## src/rtl/regfile_sb.sv

```systemverilog
// Multi-read-port register file with a per-register busy scoreboard.
// Reads are combinational, with optional same-cycle write forwarding.
module regfile_sb #(
  parameter int ADDR_WIDTH = 5,
  parameter int DATA_WIDTH = 32,
  parameter int NREAD      = 2,
  parameter int ZERO_REG   = 1,
  parameter int BYPASS     = 1
) (
  input  logic                          clk,
  input  logic                          rst,
  input  logic                          wen,
  input  logic [ADDR_WIDTH-1:0]         waddr,
  input  logic [DATA_WIDTH-1:0]         wdata,
  input  logic [NREAD*ADDR_WIDTH-1:0]   raddr,
  output logic [NREAD*DATA_WIDTH-1:0]   rdata,
  output logic [NREAD-1:0]              rbusy,
  input  logic                          alloc_en,
  input  logic [ADDR_WIDTH-1:0]         alloc_addr,
  output logic                          alloc_ok,
  output logic [ADDR_WIDTH:0]           busy_cnt
);

  localparam int DEPTH = 1 << ADDR_WIDTH;
  localparam logic [ADDR_WIDTH:0] CNT_ONE = (ADDR_WIDTH+1)'(1);

  logic [DATA_WIDTH-1:0] rf_q [DEPTH];
  logic [DEPTH-1:0]      busy_q, busy_d;
  logic [ADDR_WIDTH:0]   cnt_q, cnt_d;

  logic alloc_zero;
  logic set_hit;
  logic clr_hit;
  logic wr_zero;

  // Read ports: zero register masks everything, then forwarding, then array.
  for (genvar i = 0; i < NREAD; i++) begin : g_rd
    logic [ADDR_WIDTH-1:0] ra;
    logic                  zero_hit;
    logic                  byp_hit;
    assign ra       = raddr[i*ADDR_WIDTH +: ADDR_WIDTH];
    assign zero_hit = (ZERO_REG != 0) && (ra == '0);
    assign byp_hit  = (BYPASS != 0) && wen && (waddr == ra) && (ra != '0);
    assign rdata[i*DATA_WIDTH +: DATA_WIDTH] = zero_hit ? '0 :
                                               byp_hit  ? wdata : rf_q[ra];
    assign rbusy[i] = !(zero_hit || byp_hit) && busy_q[ra];
  end

  assign alloc_zero = (ZERO_REG != 0) && (alloc_addr == '0);
  assign alloc_ok   = alloc_zero || !busy_q[alloc_addr];
  assign set_hit    = alloc_en && alloc_ok && !alloc_zero;
  // A same-register alloc can only be accepted when busy was 0, so a
  // clear and a set never both count against the same bit.
  assign clr_hit    = wen && busy_q[waddr];
  assign wr_zero    = (ZERO_REG != 0) && (waddr == '0);
  assign busy_cnt   = cnt_q;

  always_comb begin
    busy_d = busy_q;
    if (clr_hit) busy_d[waddr] = 1'b0;
    if (set_hit) busy_d[alloc_addr] = 1'b1;
  end

  always_comb begin
    cnt_d = cnt_q;
    case ({set_hit, clr_hit})
      2'b10:   cnt_d = cnt_q + CNT_ONE;
      2'b01:   cnt_d = cnt_q - CNT_ONE;
      default: cnt_d = cnt_q;
    endcase
  end

  always_ff @(posedge clk) begin
    if (rst) begin
      busy_q <= '0;
      cnt_q  <= '0;
    end else begin
      busy_q <= busy_d;
      cnt_q  <= cnt_d;
    end
  end

  always_ff @(posedge clk) begin
    if (rst) begin
      for (int j = 0; j < DEPTH; j++) rf_q[j] <= '0;
    end else if (wen && !wr_zero) begin
      rf_q[waddr] <= wdata;
    end
  end

endmodule

```

## config.mk

```make
export PLATFORM = sky130hd
export DESIGN_NAME = regfile_sb
export DESIGN_NICKNAME = d
export VERILOG_FILES = /design/src/rtl/regfile_sb.sv
export SDC_FILE = /design/constraint.sdc
export NUM_CORES = 2
export LEC_CHECK = 0
export CAP_MARGIN = 25
export CORE_ASPECT_RATIO = 1.75
export CORE_UTILIZATION = 60
export CTS_CLUSTER_SIZE = 28
export DETAILED_ROUTE_END_ITERATION = 8
export GPL_TIMING_DRIVEN = 0
export PLACE_DENSITY = 0.74
export SYNTH_ARGS = -nofsm -noshare
export SYNTH_HDL_FRONTEND = slang
export SYNTH_SLANG_ARGS = --single-unit
```

## constraint.sdc

```tcl
create_clock -name clk -period 11 [get_ports clk]
set_clock_uncertainty 0.15 [all_clocks]
set_input_delay 1.1 -clock clk [delete_from_list [all_inputs] [get_ports clk]]
set_output_delay 1.1 -clock clk [all_outputs]
set_load 0.1 [all_outputs]
```

==> impl_metrics.tcl <==
set metrics [dict create \
    syn-cell-area_um2 58400 \
    sw_frac_of_total_pct 29.6 \
    synth.distinct_cells 68 \
    synth_top_family_by_area "multiplexers" \
    fmax_ghz 0.134 \
    whs_ns 0.377 \
    drt_iter0_markers 7472 \
    power.density_nw_per_um2 155 \
    setup_viol 0 \
    stdcell_area_um2 66500 \
    clk_pin_slew_ns 0.07 \
    reg2reg_depth 15 \
    worst-path-max-fanout 10 \
    via_per_inst 7.39 \
    grt_pass1_vias 41300 \
    hold_viol 0 \
    hold_path_end "busy_q[23]" \
    critPathKind "in2out" \
    start_kind "input pin" \
    yosys.area_share.simple_pct 13.8 \
    clk_latency_ns 0.75 \
    rsz0062_at_grt "no" \
    cp-end-kind "output port" \
    place_area_um2 63200 \
    p_clk_share_pct 35.0 \
    drt_wl_total_um 238000 \
    holdPathStages 2 \
    synth_compound_area_share_pct 4.54 \
    fp.dieH_um 415 \
    grt_pass1_wl_um 322000 \
    grt_overflow 0 \
    die_width_um 238 \
    internal_power_mw 7.25 \
    r2r-start "busy_q[14]" \
    num_io_pins 129 \
    hpwl_um 181000 \
    p_sw_mw 3.05 \
    cts_setup_buffers 0 \
    dr.pass1.iters 6 \
    p_leak_nw 22.8 \
    synthAdderAreaFrac_pct 0.0643 \
    p_total_mw 10.3 \
    area_growth_syn_to_layout_pct 14.0 \
    hp-class "reg2reg" \
    num_vias 42700 \
    cp.required_ns 9.75 \
    synth-main-ff-cell "edfxtp_1" \
    rows 151 \
    final_nets 4453 \
    antenna_found_initial 13 \
    syn-instance-count 4059 \
    min_from "busy_q[23]" \
    synth_xor_area_share_pct 0.225 \
    cts_num_sinks 1062 \
    drive_gt1_share_pct 20.9 \
    cts_tree "done" \
    port_buffers 120 \
    synthMostInstantiatedCell "edfxtp_1" \
    ys_warn_count 0 \
    synth.avg_cell_area_um2 14.4 \
    setup_tns_ns 0 \
    cts_buffers 97 \
    ant_nets 0 \
    period_needed_ns 7.48 \
    die-area_um2 98600 \
    post_drt_wl_per_cell_um 41.2 \
    place.gp.congestion 1.06 \
    yosys_register_bits 1062 \
    core_um2 96500 \
    cts_hold_buf 0 \
    outcome "finished clean" \
    synthMuxAreaShare_pct 23.8 \
    root_buffer "clkbuf_16" \
    yosysTopAreaCell "edfxtp_1" \
    grtUsageTotal_pct 48.8 \
    floorplan.initialDensity_pct 60.5 \
    seq_area_frac_synth_pct 54.0 \
    drv_slew 0 \
    reg2reg_setup_slack_ns 7.03 \
    fillCellCount 6775 \
    relSlewSlack_pct 17.1 \
    htree_levels 3 \
    vdd_ir_drop_max_mv 0.177 \
    cp.arrival_ns 6.23 \
    maxCapViolCount 0 \
    synth_async_sr_flop_share_pct 0 \
    reg2reg_to "busy_cnt[4]" \
    p_comb_share_pct 18.7 \
    cts_buffer_depth 3 \
    grt_max_degree 24 \
    period_share_pct 68.0 \
    synth_area_leaders "edfxtp_1, mux4_2, and2_1" \
    netlist.area_leader.share_pct 52.7 \
    synth-edff-count 1024 \
    seq_power_share_pct 46.3 \
    synth_common_cells "edfxtp_1, and2_1, mux4_2" \
    drc 0 \
    post_cts_resized 0 \
    tightest_slew_ns 1.24 \
]
[cells in the final DEF (no fill, tap or decap), drive strengths merged, types with 20 or more instances in the layout]
master	count
mux2	26
o221ai	23
dfxtp	38
o21ai	76
buf	213
nor2	147
o22ai	101
a21oi	75
edfxtp	1024
clkdlybuf4s50	120
mux4	515
o311ai	23
a32o	20
clkinv	37
and2	994
nand2	66
mux2i	199
conb	32
clkbuf	414
nor3	102
[per-stage QoR]
stage               util, %  instances  setup slack (ns)
floorplan                 -       4090              5.20
global placement       63.5       5510              2.02
detailed placement     65.4       5590              3.78
CTS                    68.8       5770              3.78
global route           68.9       5775              3.57
finish                 68.9       5776              3.52
[layer usage]
metal | up-vias | GRT usage [%] | wire [um]
met4 | 14 | 40.1 | 24600
met2 | 3980 | 73.3 | 107000
met1 | 21400 | 56.6 | 72400
li1 | 16200 | - | -
met5 | - | 0.199 | 145
met3 | 1038 | 16.7 | 34200
[registers in the layout, indices dropped and copies added (netlist names)]
register	flops
rf_q	1024
busy_q	32
busy_cnt	6
[power groups by stage]
stage / clock (mW) / sequential (mW) / combinational [mW]
2_1_floorplan: 0 / 4.84 / 1.12
3_3_place_gp: 0 / 4.86 / 1.76
5_1_grt: 3.69 / 4.79 / 1.93
4_1_cts: 3.56 / 4.76 / 1.85
6_report: 3.60 / 4.77 / 1.93
3_5_place_dp: 0 / 4.85 / 1.85
[kinds of logic after synthesis]
kind of cell | after synthesis
compound gates | 399
xor+xnor | 15
fa+ha+maj | 3
buf+inv | 444
flops | 1062
mux | 740
other cells | 1
simple gates | 1395
[worst max path at each step]
stage / startpoint / end / slack [ns]
after floorplan: waddr[1] / rdata[11] / 5.20
after global routing: raddr[7] / rdata[50] / 3.57
after global placement: waddr[0] / rf_q[5][17] / 2.02
after detailed placement: raddr[7] / rdata[50] / 3.78
after CTS: raddr[7] / rdata[50] / 3.78
final: raddr[7] / rdata[50] / 3.52
[final cells by class]
type                    instances  area, um2  share of cell area (%)
clock buffers                 109       2490                    3.75
inverters                      11       41.3                  0.0621
clock inverters                71        764                    1.15
multi-input cells            2584      25200                    38.0
repair buffers                205       2790                    4.20
diodes                          1       2.50                 0.00376
flip-flops and latches       1062      31500                    47.4
plain buffers                 433       2040                    3.07
well taps                    1300       1630                    2.45
[worst max-delay path: stages]
cell and delay [ns]:
clkdlybuf4s50_1 0.59, clkbuf_1 0.57, nor2_2 0.85, clkbuf_1 0.89
a21oi_1 0.13, o21ai_0 0.29, a21oi_1 0.22, a21oi_1 0.17
a32o_1 0.22, clkdlybuf4s50_1 1.15
No activity file was read; power rests on OpenSTA's default activity.
